--- config.mk ---
export PLATFORM = sky130hd
export DESIGN_NAME = clk_div_monitor
export DESIGN_NICKNAME = d
export VERILOG_FILES = /design/src/rtl/clk_mon_pkg.sv /design/src/rtl/clk_edge_det.sv /design/src/rtl/clk_div_monitor.sv
export SDC_FILE = /design/constraint.sdc
export NUM_CORES = 1
export LEC_CHECK = 0
export ABC_AREA = 1
export CAP_MARGIN = 20
export CORE_MARGIN = 4
export CORE_UTILIZATION = 57
export DETAILED_ROUTE_END_ITERATION = 7
export HOLD_SLACK_MARGIN = 0.12
export PLACE_DENSITY = 0.88
export SLEW_MARGIN = 15
export SYNTH_ARGS = -nofsm -noshare
export SYNTH_HDL_FRONTEND = slang
export SYNTH_SLANG_ARGS = --single-unit
--- constraint.sdc ---
create_clock -name i_SRC_CLK -period 3.6 [get_ports i_SRC_CLK]
set_input_delay 0.36 -clock i_SRC_CLK [delete_from_list [all_inputs] [get_ports i_SRC_CLK]]
set_output_delay 0.36 -clock i_SRC_CLK [all_outputs]
set_load 0.01 [all_outputs]
--- src/rtl/clk_mon_pkg.sv ---
// Shared types and defaults for the divided-clock monitors.
package clk_mon_pkg;

    typedef enum logic [2:0] {
        ST_IDLE,
        ST_BYPASS,
        ST_ACQUIRE,
        ST_MEASURE,
        ST_LOCKED,
        ST_FAULT
    } clk_mon_state_t;

    localparam int unsigned DEF_DIV_RATIO = 2;
    localparam int unsigned DEF_LOCK_CNT  = 4;
    localparam int unsigned DEF_TIMEOUT   = 16;

    // Smallest counter width that can hold the value TIMEOUT.
    function automatic int unsigned cnt_width(input int unsigned timeout);
        return $clog2(timeout + 1);
    endfunction

endpackage

--- src/rtl/clk_edge_det.sv ---
// Two-flop history of a flop-driven clock sampled as data; rise_o marks a 0->1 transition.
module clk_edge_det (
    input  logic clk_i,
    input  logic rst_b_i,
    input  logic sig_i,
    output logic rise_o
);

    logic d1_q;
    logic d2_q;

    always_ff @(posedge clk_i) begin
        if (!rst_b_i) begin
            d1_q <= 1'b0;
            d2_q <= 1'b0;
        end else begin
            d1_q <= sig_i;
            d2_q <= d1_q;
        end
    end

    assign rise_o = d1_q & ~d2_q;

endmodule

--- src/rtl/clk_div_monitor.sv ---
// Measures the divided-clock period in source cycles and reports lock or a sticky fault.
//   state   | meaning
//   IDLE    | monitor disabled, everything cleared
//   BYPASS  | divider bypassed, checking suspended
//   ACQUIRE | waiting for the first rise (partial period discarded)
//   MEASURE | counting consecutive correct periods
//   LOCKED  | divider verified, every period still checked
//   FAULT   | wrong period or timeout, held until i_CLR
module clk_div_monitor
    import clk_mon_pkg::*;
#(
    parameter int unsigned DIV_RATIO = DEF_DIV_RATIO,
    parameter int unsigned LOCK_CNT  = DEF_LOCK_CNT,
    parameter int unsigned TIMEOUT   = DEF_TIMEOUT,
    parameter int unsigned CNT_W     = 8
) (
    input  logic             i_SRC_CLK,
    input  logic             i_RESETB,
    input  logic             i_EN,
    input  logic             i_BYPASS,
    input  logic             i_CLR,
    input  logic             i_DIV_CLK,
    output logic             o_EDGE,
    output logic [CNT_W-1:0] o_PERIOD,
    output logic             o_LOCK,
    output logic             o_FAULT
);

    localparam int unsigned MATCH_W = $clog2(LOCK_CNT + 1);
    localparam logic [CNT_W-1:0]   TO_VAL    = CNT_W'(TIMEOUT);
    localparam logic [CNT_W-1:0]   DIV_VAL   = CNT_W'(DIV_RATIO);
    localparam logic [MATCH_W-1:0] LOCK_LAST = MATCH_W'(LOCK_CNT - 1);

    if (CNT_W < cnt_width(TIMEOUT)) begin : g_cnt_w_check
        $error("CNT_W too narrow to reach TIMEOUT");
    end

    clk_mon_state_t     state_q, state_d;
    logic [CNT_W-1:0]   cnt_q, cnt_d;
    logic [MATCH_W-1:0] match_q, match_d;
    logic [CNT_W-1:0]   period_q, period_d;
    logic               edge_q, lock_q, fault_q;
    logic               rise;
    logic               timeout;

    clk_edge_det u_edge_det (
        .clk_i   (i_SRC_CLK),
        .rst_b_i (i_RESETB),
        .sig_i   (i_DIV_CLK),
        .rise_o  (rise)
    );

    always_comb begin
        state_d  = state_q;
        match_d  = match_q;
        period_d = period_q;
        timeout  = (cnt_q == TO_VAL) && !rise;
        cnt_d    = cnt_q;
        if (rise) begin
            cnt_d = CNT_W'(1);
        end else if (cnt_q != TO_VAL) begin
            cnt_d = cnt_q + CNT_W'(1);
        end

        // Leaving BYPASS or FAULT restarts the timeout window from zero.
        if (!i_EN) begin
            state_d  = ST_IDLE;
            cnt_d    = '0;
            match_d  = '0;
            period_d = '0;
        end else if (i_BYPASS) begin
            state_d = ST_BYPASS;
            cnt_d   = '0;
            match_d = '0;
        end else if (i_CLR && state_q == ST_FAULT) begin
            state_d = ST_ACQUIRE;
            cnt_d   = '0;
            match_d = '0;
        end else begin
            unique case (state_q)
                ST_IDLE:    state_d = ST_ACQUIRE;
                ST_BYPASS:  state_d = ST_ACQUIRE;
                ST_ACQUIRE: begin
                    if (rise) begin
                        state_d = ST_MEASURE;
                        match_d = '0;
                    end else if (timeout) begin
                        state_d = ST_FAULT;
                    end
                end
                ST_MEASURE: begin
                    if (rise) begin
                        period_d = cnt_q;
                        if (cnt_q != DIV_VAL) begin
                            match_d = '0;
                        end else if (match_q == LOCK_LAST) begin
                            state_d = ST_LOCKED;
                            match_d = '0;
                        end else begin
                            match_d = match_q + MATCH_W'(1);
                        end
                    end else if (timeout) begin
                        state_d = ST_FAULT;
                    end
                end
                ST_LOCKED: begin
                    if (rise) begin
                        period_d = cnt_q;
                        if (cnt_q != DIV_VAL) state_d = ST_FAULT;
                    end else if (timeout) begin
                        state_d = ST_FAULT;
                    end
                end
                ST_FAULT: begin
                    if (rise) period_d = cnt_q;
                end
                default: state_d = ST_IDLE;
            endcase
        end
    end

    always_ff @(posedge i_SRC_CLK) begin
        if (!i_RESETB) begin
            state_q  <= ST_IDLE;
            cnt_q    <= '0;
            match_q  <= '0;
            period_q <= '0;
            edge_q   <= 1'b0;
            lock_q   <= 1'b0;
            fault_q  <= 1'b0;
        end else begin
            state_q  <= state_d;
            cnt_q    <= cnt_d;
            match_q  <= match_d;
            period_q <= period_d;
            edge_q   <= rise;
            lock_q   <= (state_d == ST_LOCKED);
            fault_q  <= (state_d == ST_FAULT);
        end
    end

    assign o_EDGE   = edge_q;
    assign o_PERIOD = period_q;
    assign o_LOCK   = lock_q;
    assign o_FAULT  = fault_q;

endmodule

# Word level (Yosys, flattened, before mapping)
# Cells that the tools add are included.
[op_classes] n_addsub=2 eq_ne=13 muxes=18 bitwise_logic=6 reduce_logical=13
[ops] operator="3-bit 2-to-1 mux" n=14
[ops] operator="3-bit case mux with 5 select lines" n=1
[ops] operator="3-bit == test (second input constant)" n=4
[ops] operator="3-bit by 2-bit == test with 1-bit output (second input constant)" n=3
[ops] operator="8-bit by 1-bit adder with 8-bit output (second input constant)" n=1
[ops] operator="8-bit by 5-bit == test with 1-bit output (second input constant)" n=1
[ops] operator="8-bit by 2-bit inequality test with 1-bit output (second input constant)" n=1
[ops] operator="8-bit by 5-bit inequality test with 1-bit output (second input constant)" n=1
[ops] operator="3-bit case mux with 2 select lines" n=1
[ops] operator="1-bit NOT" n=5
[ops] operator="5-bit OR reduction" n=1
[ops] operator="2-bit inequality test (second input constant)" n=2
[ops] operator="4-bit AND reduction" n=1
[ops] operator="2-bit nonzero test" n=2
[ops] operator="4-bit OR reduction" n=1
[ops] operator="3-bit by 1-bit adder with 3-bit output (second input constant)" n=1
[ops] operator="3-bit by 1-bit == test with 1-bit output (second input constant)" n=1
[ops] operator="3-bit logical NOT" n=1
[ops] operator="3-bit AND reduction" n=1
[ops] operator="3-bit OR reduction" n=1
[ops] operator="1-bit logical AND" n=2
[ops] operator="1-bit 2-to-1 mux" n=2
[ops] operator="2-bit AND reduction" n=1
[ops] operator="2-bit OR reduction" n=1
[ops] operator="other kinds (2)" n=2
[word_totals] reg_bits=27 input_bits=6 out_inout_bits=11

# Longest topological paths before layout
# Gate-level depths: netlist of the first run.
[depth] word_depth=11 depth_mapped=11 depth_no_buf=11

# Cells and area by module
# A second synthesis of the first run with hierarchy kept.
[hier_totals] hier_cells=170 area_unflattened_um2=1337.5
[modules_own_cells] module="clk_div_monitor" instances=1 cells_per_inst=162 area_each_um2=1272.5 seq_area_each_um2=500.5
[modules_own_cells] module="clk_edge_det" instances=1 cells_per_inst=8 area_each_um2=65.1 seq_area_each_um2=40.0

# Least setup slack after synthesis of the first run
# No wires, ideal clock.
[synth_timing] kind="reg2reg" start="reg cnt_q[0]" end="reg fault_q (netlist: o_FAULT)" setup_time_ns=0.115 arrival_ns=1.241 t_required_ns=3.485 slack_ns=2.244 stages_incl_launch_ff=11 n_path_buf=0 period_less_slack_ns=1.356 path_cell_list="dfxtp_1 > inv_1 > ha_1 > nand3_1 > nor2_4 > nand2_2 > nor2_1 > nor3_1 > nand2_1 > nand2_1 > nor2_1"
[synth_between] elab_chain_cells=9 word_cells_on_any_way=14
[synth_rtl] element="from (decl)" line="clk_div_monitor.sv:39" source="logic [CNT_W-1:0] cnt_q, cnt_d;"
[synth_rtl] element="from (signal assigned)" line="clk_div_monitor.sv:133" source="cnt_q <= cnt_d;"
[synth_rtl] element="8-bit by 5-bit == test with 1-bit output" line="clk_div_monitor.sv:57" source="timeout = (cnt_q == TO_VAL) && !rise;"
[synth_rtl] element="1-bit logical AND" line="clk_div_monitor.sv:57"
[synth_rtl] element="3-bit 2-to-1 mux" line="clk_div_monitor.sv:87, clk_div_monitor.sv:102, clk_div_monitor.sv:110"
[synth_rtl] element="3-bit 2-to-1 mux (on tied branches)" line="clk_div_monitor.sv:107, clk_div_monitor.sv:84, clk_div_monitor.sv:92"
[synth_rtl] element="3-bit case mux with 5 select lines *" line="clk_div_monitor.sv:80" source="unique case (state_q)"
[synth_rtl] element="3-bit 2-to-1 mux *" line="clk_div_monitor.sv:75" source="end else if (i_CLR && state_q == ST_FAULT) begin"
[synth_rtl] element="3-bit 2-to-1 mux *" line="clk_div_monitor.sv:71" source="end else if (i_BYPASS) begin"
[synth_rtl] element="3-bit 2-to-1 mux *" line="clk_div_monitor.sv:66" source="if (!i_EN) begin"
[synth_rtl] element="3-bit == test *" line="clk_div_monitor.sv:138" source="fault_q <= (state_d == ST_FAULT);"
[synth_rtl] element="to (signal assigned)" line="clk_div_monitor.sv:138"
[synth_rtl] element="to (decl)" line="clk_div_monitor.sv:42" source="logic edge_q, lock_q, fault_q;"
# Every way passes the cells marked *; elsewhere a longest branch is shown, timed or not.
# A chain may end at the register's enable or synchronous reset.

# Worst setup path in the final report of the first run
# Same ends and word-level chain as after synthesis.

==> metrics.yaml, run 1 <==
clocking:
  worst_setup_hold_path_clk_slew_ns: 0.13
  max-clock-path-buffers: 2
  numClockSinks: 27
  post_cts.resized_instances: 0
  worstSkewPairLatency_ns: 0.31
  cts-buffers-inserted: 3
  clockRootBuffer: "sky130_fd_sc_hd__clkbuf_4"
  tritoncts: "built"
  cts_post_setup_buffers_inserted: 0
  h_tree_levels: 1
  cts.hold.buffers_added: 0
final_layout:
  final_nets: 203
  layout_cell_share_with_drive_strength_beyond_1_pct: 8.33
  regArea_sq_um: 541
  multiInputGateArea_sq_um: 622
  area_delta_synth_final_pct: 15.4
  stdcell_area_sq_um: 1480
  n_antenna_cell: 0
  nFillCells: 175
  finish.cell_count_without_fillers: 219
synthesis:
  synth_top_cell_area_share_pct: 42.1
  post-synth-top-count-cell: "sky130_fd_sc_hd__nand2_1"
  yosys_register_bits: 27
  synth.yosys.warnings: 0
  post_synth_inst_count: 174
  async_flop_share_pct: 0
  synth_flop_cell: "sky130_fd_sc_hd__dfxtp_1"
  synth_cell_type_count: 21
  synth_cell_count_leaders: "sky130_fd_sc_hd__nand2_1, sky130_fd_sc_hd__nor2_1, sky130_fd_sc_hd__dfxtp_1"
  synthTopCellsByArea: "sky130_fd_sc_hd__dfxtp_1, sky130_fd_sc_hd__nand2_1, sky130_fd_sc_hd__nor2_1"
  synth_enable_flop_cells: 0
  yosysSeqAreaShare_pct: 42.1
  postSynthNetCount: 184
  post_synth.cell_area_avg_sq_um: 7.37
  synth_area_leader_cell: "sky130_fd_sc_hd__dfxtp_1"
  syn-cell-area_sq_um: 1280
place:
  dp_hpwl_um: 2080
  place_inst: 215
  placedInstanceArea_sq_um: 1450
  place_worst_setup_slack_ns: 1.66
  routabilityCongestion: 0.824
  port_buffers: 16
drt:
  drt_iter0_markers: 24
  number_of_detailed_route_iterations_in_the_first_pass: 4
  drcViolationCount: 0
  vias_per_cell: 5.15
  drt_wl_total_um: 2520
  route.detailed.wl_per_inst_um: 11.5
  antenna_left: 0
  dr_total_vias: 1128
floorplan:
  placement_rows: 16
  die_h_um: 55.4
  io_pins: 17
  core_region_area_sq_um: 2040
  floorplan_die_area_sq_um: 3070
  starting_density_of_the_core_pct: 62.8
  fp.dieW_um: 55.4
sta:
  layout_worst_path_cycle_share_pct: 45.3
  final.hold.worst_slack_ns: 0.430
  finalHoldViolations: 0
  grt_setup_unrepaired: "false"
  slew_viol_final: 0
  timing.slew.headroom_pct: 67.4
  finalSetupViolCount: 0
  fmaxAchievable_mhz: 613
  tightestPinTransition_ns: 0.488
  fin_skew_ns: 0.00588
  timing.final.crit_period_ns: 1.63
  setup_slack_ns: 1.97
  tns_ns: 0
worst_setup_path:
  worst-endpoint-required_ns: 3.81
  critical_path_cell_list: "inv_1 > ha_1 > nand2_1 > nor2_2 > nand2_1 > nand2_1 > nand3_1 > nand3_1 > nand2_1 > nand2_1 > nor2_1"
  timing.critical_path.fanout_max: 5
  start_kind: "register"
  worst-endpoint-arrival_ns: 1.84
  critical_path.most_common_cell: "sky130_fd_sc_hd__nand2_1"
  critPathKind: "reg2reg"
  critical_path.max_stage_delay_ns: 0.38
  cell_type_of_the_slowest_stage_on_the_worst_timing_path: "sky130_fd_sc_hd__dfxtp_1"
  cp-end-kind: "register"
grt:
  global_route_usage_sum_pct: 17.6
  first_global_vias: 1077
  grt_max_degree: 15
  initial_antenna_violation_count: 0
  global_route.overflow_total: 0
  grt_first_pass_wirelength_um: 4510
job:
  drv.max_cap_violation_count: 0
power:
  peakVddDrop_mv: 0.272
  p_leak_nw: 0.612
  p_per_area_nw_per_um2: 308
worst_hold_path:
  hp-class: "reg2reg"
outcome:
  outcome: "finished, final reports clean"
metal layers:
metal / GRT usage [%] / vias to the layer above / share of wire, %
li1: - / 583 / -
met1: 20.7 / 518 / 42
met2: 32.4 / 25 / 53
met3: 3.03 / 2 / 4.2
met4: 4.86 / 0 / 0.32
met5: 0 / - / 0
metrics by stage:
stage	total power (W)	utilization (%)
floorplan	0.000327	-
global placement	0.000338	71.2
detailed placement	0.000339	71.2
CTS	0.000461	72.5
global route	0.000479	72.5
finish	0.000455	72.5
report_power, final:
part	internal, W	total [W]	switching (W)
Clock	0.0000431	0.000122	0.0000792
Combinational	0.0000112	0.0000289	0.0000177
Sequential	0.000302	0.000304	0.00000230
Total	0.000356	0.000455	0.0000992
flip-flops by register name (all words and copies together), names as in the netlist:
| register | count |
|---|---|
| match_q | 3 |
| o_LOCK | 1 |
| state_q | 3 |
| o_PERIOD | 8 |
| u_edge_det.d1_q | 1 |
| cnt_q | 8 |
| o_EDGE | 1 |
| u_edge_det.d2_q | 1 |
| o_FAULT | 1 |
path summary, 6_finish.rpt:
check / startpoint / endpoint / slack [ns] / cells past startpoint
worst max-delay path: cnt_q[0] / o_FAULT / 1.97 / 11
worst min-delay path: u_edge_det.d2_q / o_EDGE / 0.43 / 1
worst max register to register: cnt_q[0] / o_FAULT / 1.97 / 11
worst min register to register: u_edge_det.d2_q / o_EDGE / 0.43 / 1
layout by cell type (no fill, tap or decap), drive strengths merged:
cell,count
a21oi,10
a31oi,1
nor2,32
clkbuf,4
xnor2,2
nand3,9
nand4,3
o21ai,4
a211oi,5
inv,26
xor2,3
nor3,4
dfxtp,27
clkdlybuf4s50,16
nand2,42
ha,4
cell type report:
class                      count  area share [%]
multi-input combinational    119            42.0
sequential                    27            36.5
timing repair buffer          16            10.8
inverter                      26            6.59
tap                           27            2.28
clock buffer                   4            1.78
cell families (layout without fill, tap and decap cells):
group / Yosys count / after routing / share of synthesized area, %
AOI/OAI and AO/OA: 20 / 20 / 9.95
xor gates and xnor gates: 5 / 5 / 3.42
adders and majority gates: 4 / 4 / 3.90
buffers and inverters: 28 / 46 / 9.37
DFF: 27 / 27 / 42.1
and+or+nand+nor: 90 / 90 / 31.2
critical path, delay by kind of cell, from the launching register on:
| family | cells | cell delay [ns] |
|---|---|---|
| AND/OR/NAND/NOR | 9 | 0.82 |
| adder cells (fa/ha/maj) | 1 | 0.18 |
| buffers and inverters | 1 | 0.15 |
| flip-flops | 1 | 0.38 |
No activity file was read; power rests on OpenSTA's default activity.
==> run 2, diff against run 1 <==
Settings changed: CORE_UTILIZATION 57 to 48, PLACE_DENSITY 0.88 to 0.8.
Clock period 3.6 ns to 1.5 ns, I/O delays scaled along.
==> metrics.yaml, run 2 (synthesis results as in run 1) <==
outcome:
  outcome: "finished, final reports clean"
drt:
  route.detailed.wl_per_inst_um: 12.3
  dr_total_vias: 1255
  drcViolationCount: 0
  vias_per_cell: 5.27
  drt_iter0_markers: 56
  antenna_left: 0
  number_of_detailed_route_iterations_in_the_first_pass: 4
  drt_wl_total_um: 2930
grt:
  grt_first_pass_wirelength_um: 4730
  global_route.overflow_total: 0
  grt_max_degree: 17
  first_global_vias: 1158
  initial_antenna_violation_count: 0
  global_route_usage_sum_pct: 17.3
sta:
  finalSetupViolCount: 0
  timing.slew.headroom_pct: 84.1
  fmaxAchievable_mhz: 681
  layout_worst_path_cycle_share_pct: 97.9
  slew_viol_final: 0
  fin_skew_ns: 0.00669
  timing.final.crit_period_ns: 1.47
  finalHoldViolations: 0
  tightestPinTransition_ns: 0.237
  setup_slack_ns: 0.0315
  tns_ns: 0
worst_hold_path:
  hp-class: "in2reg"
  number_of_stages_on_the_worst_hold_path: 3
place:
  place_inst: 229
  dp_hpwl_um: 2190
  port_buffers: 16
  place_worst_setup_slack_ns: 0.00733
  placedInstanceArea_sq_um: 1540
  routabilityCongestion: 0.963
job:
  drv.max_cap_violation_count: 0
worst_setup_path:
  timing.critical_path.fanout_max: 4
  worstPathBufferInverterCount: 1
  critical_path.max_stage_delay_ns: 0.35
  cp-end-kind: "register"
  worst_r2r_path_depth: 11
  critical_path_cell_list: "inv_2 > ha_1 > nand2_2 > nor2_4 > nand2_2 > nand2_2 > nand3_1 > nand3_1 > nand2_2 > nand2_1 > nor2_1"
  critical_path_depth: 11
  cell_type_of_the_slowest_stage_on_the_worst_timing_path: "sky130_fd_sc_hd__dfxtp_2"
  start_kind: "register"
  worst-endpoint-required_ns: 1.75
  critical_path.most_common_cell: "sky130_fd_sc_hd__nand2_2"
  worst-endpoint-arrival_ns: 1.72
  path_delay_family: "simple AND/OR/NAND/NOR gates"
  critPathKind: "reg2reg"
clocking:
  max-clock-path-buffers: 2
  h_tree_levels: 1
  worst_setup_hold_path_clk_slew_ns: 0.15
  cts-buffers-inserted: 3
  worstSkewPairLatency_ns: 0.34
  tritoncts: "built"
  clockRootBuffer: "sky130_fd_sc_hd__clkbuf_4"
  numClockSinks: 27
floorplan:
  floorplan_die_area_sq_um: 3560
  io_pins: 17
  die_h_um: 59.7
  starting_density_of_the_core_pct: 50.8
  placement_rows: 18
  core_region_area_sq_um: 2520
  fp.dieW_um: 59.7
final_layout:
  area_delta_synth_final_pct: 28.6
  final_cell_mix: "sky130_fd_sc_hd__nand2_1, sky130_fd_sc_hd__nor2_1, sky130_fd_sc_hd__inv_1, sky130_fd_sc_hd__dfxtp_1, sky130_fd_sc_hd__clkdlybuf4s50_1"
  stdcell_area_sq_um: 1650
  layout_cell_share_with_drive_strength_beyond_1_pct: 22.6
  layout.core_utilization_pct: 65.4
  final_nets: 219
  n_antenna_cell: 0
  finish.cell_count_without_fillers: 238
  layout_commonest_cell: "sky130_fd_sc_hd__nand2_1"
power:
  p_per_area_nw_per_um2: 700
  p_leak_nw: 0.705
  peakVddDrop_mv: 0.956
## run 2: cell types whose count changed in the layout (fill, tap and decap cells not counted), sizes merged
cell      delta
buf         +16
clkbuf       -1
clkinvlp     +1
## run 2: stage by stage
step	hold slack, ns	power (W)
3_3_place_gp	0.402	0.000824
4_1_cts	0.314	0.00116
2_1_floorplan	0.234	0.000786
5_1_grt	0.309	0.00120
3_5_place_dp	0.404	0.000827
6_report	0.322	0.00115
## run 2: power breakdown
group	internal, W	total, W	switching, W
clock	0.000103	0.000336	0.000234
sequential	0.000725	0.000731	0.00000532
combinational	0.0000389	0.0000878	0.0000489
total	0.000867	0.00115	0.000288
## run 2: cell type report
type                    instances  area (sq um)
fillers                       220           873
repair buffers                 32           282
well taps                      30          37.5
clock buffers                   3          22.5
flip-flops and latches         27           546
multi-input cells             119           657
inverters                      26          97.6
clock inverters                 1          7.51
## run 2: final timing paths
check                           slack [ns]         endpoint             from
worst max-delay path                  0.03          o_FAULT         cnt_q[0]
worst min-delay path                  0.32  u_edge_det.d1_q        i_DIV_CLK
worst max register to register        0.03          o_FAULT         cnt_q[0]
worst min register to register        0.44           o_EDGE  u_edge_det.d2_q
## run 2: tightest hold or removal path, cell delays in order
cell                              delay (ns)
sky130_fd_sc_hd__clkdlybuf4s50_1        0.40
sky130_fd_sc_hd__nand2_1                0.06
sky130_fd_sc_hd__inv_1                  0.03
## run 2: per-layer routing
layer  wire length (um)  share of wire, %  vias to the layer above  global-route usage, %
met3                145               5.0                        6                   4.54
li1                   -                 -                      615                      -
met5                  0                 0                        -                      0
met4                 51               1.7                        0                   7.59
met1               1190                41                      600                   19.0
met2               1550                53                       34                   30.9
## run 2: what timing repair did
action / CTS / global route
pin swaps: 2 / 2
setup endpoints to repair: 3 / 15
gates resized for setup: 0 / 18
gates cloned: 0 / 1
hold buffers: 0 / 0
buffers inserted: 2 / 2
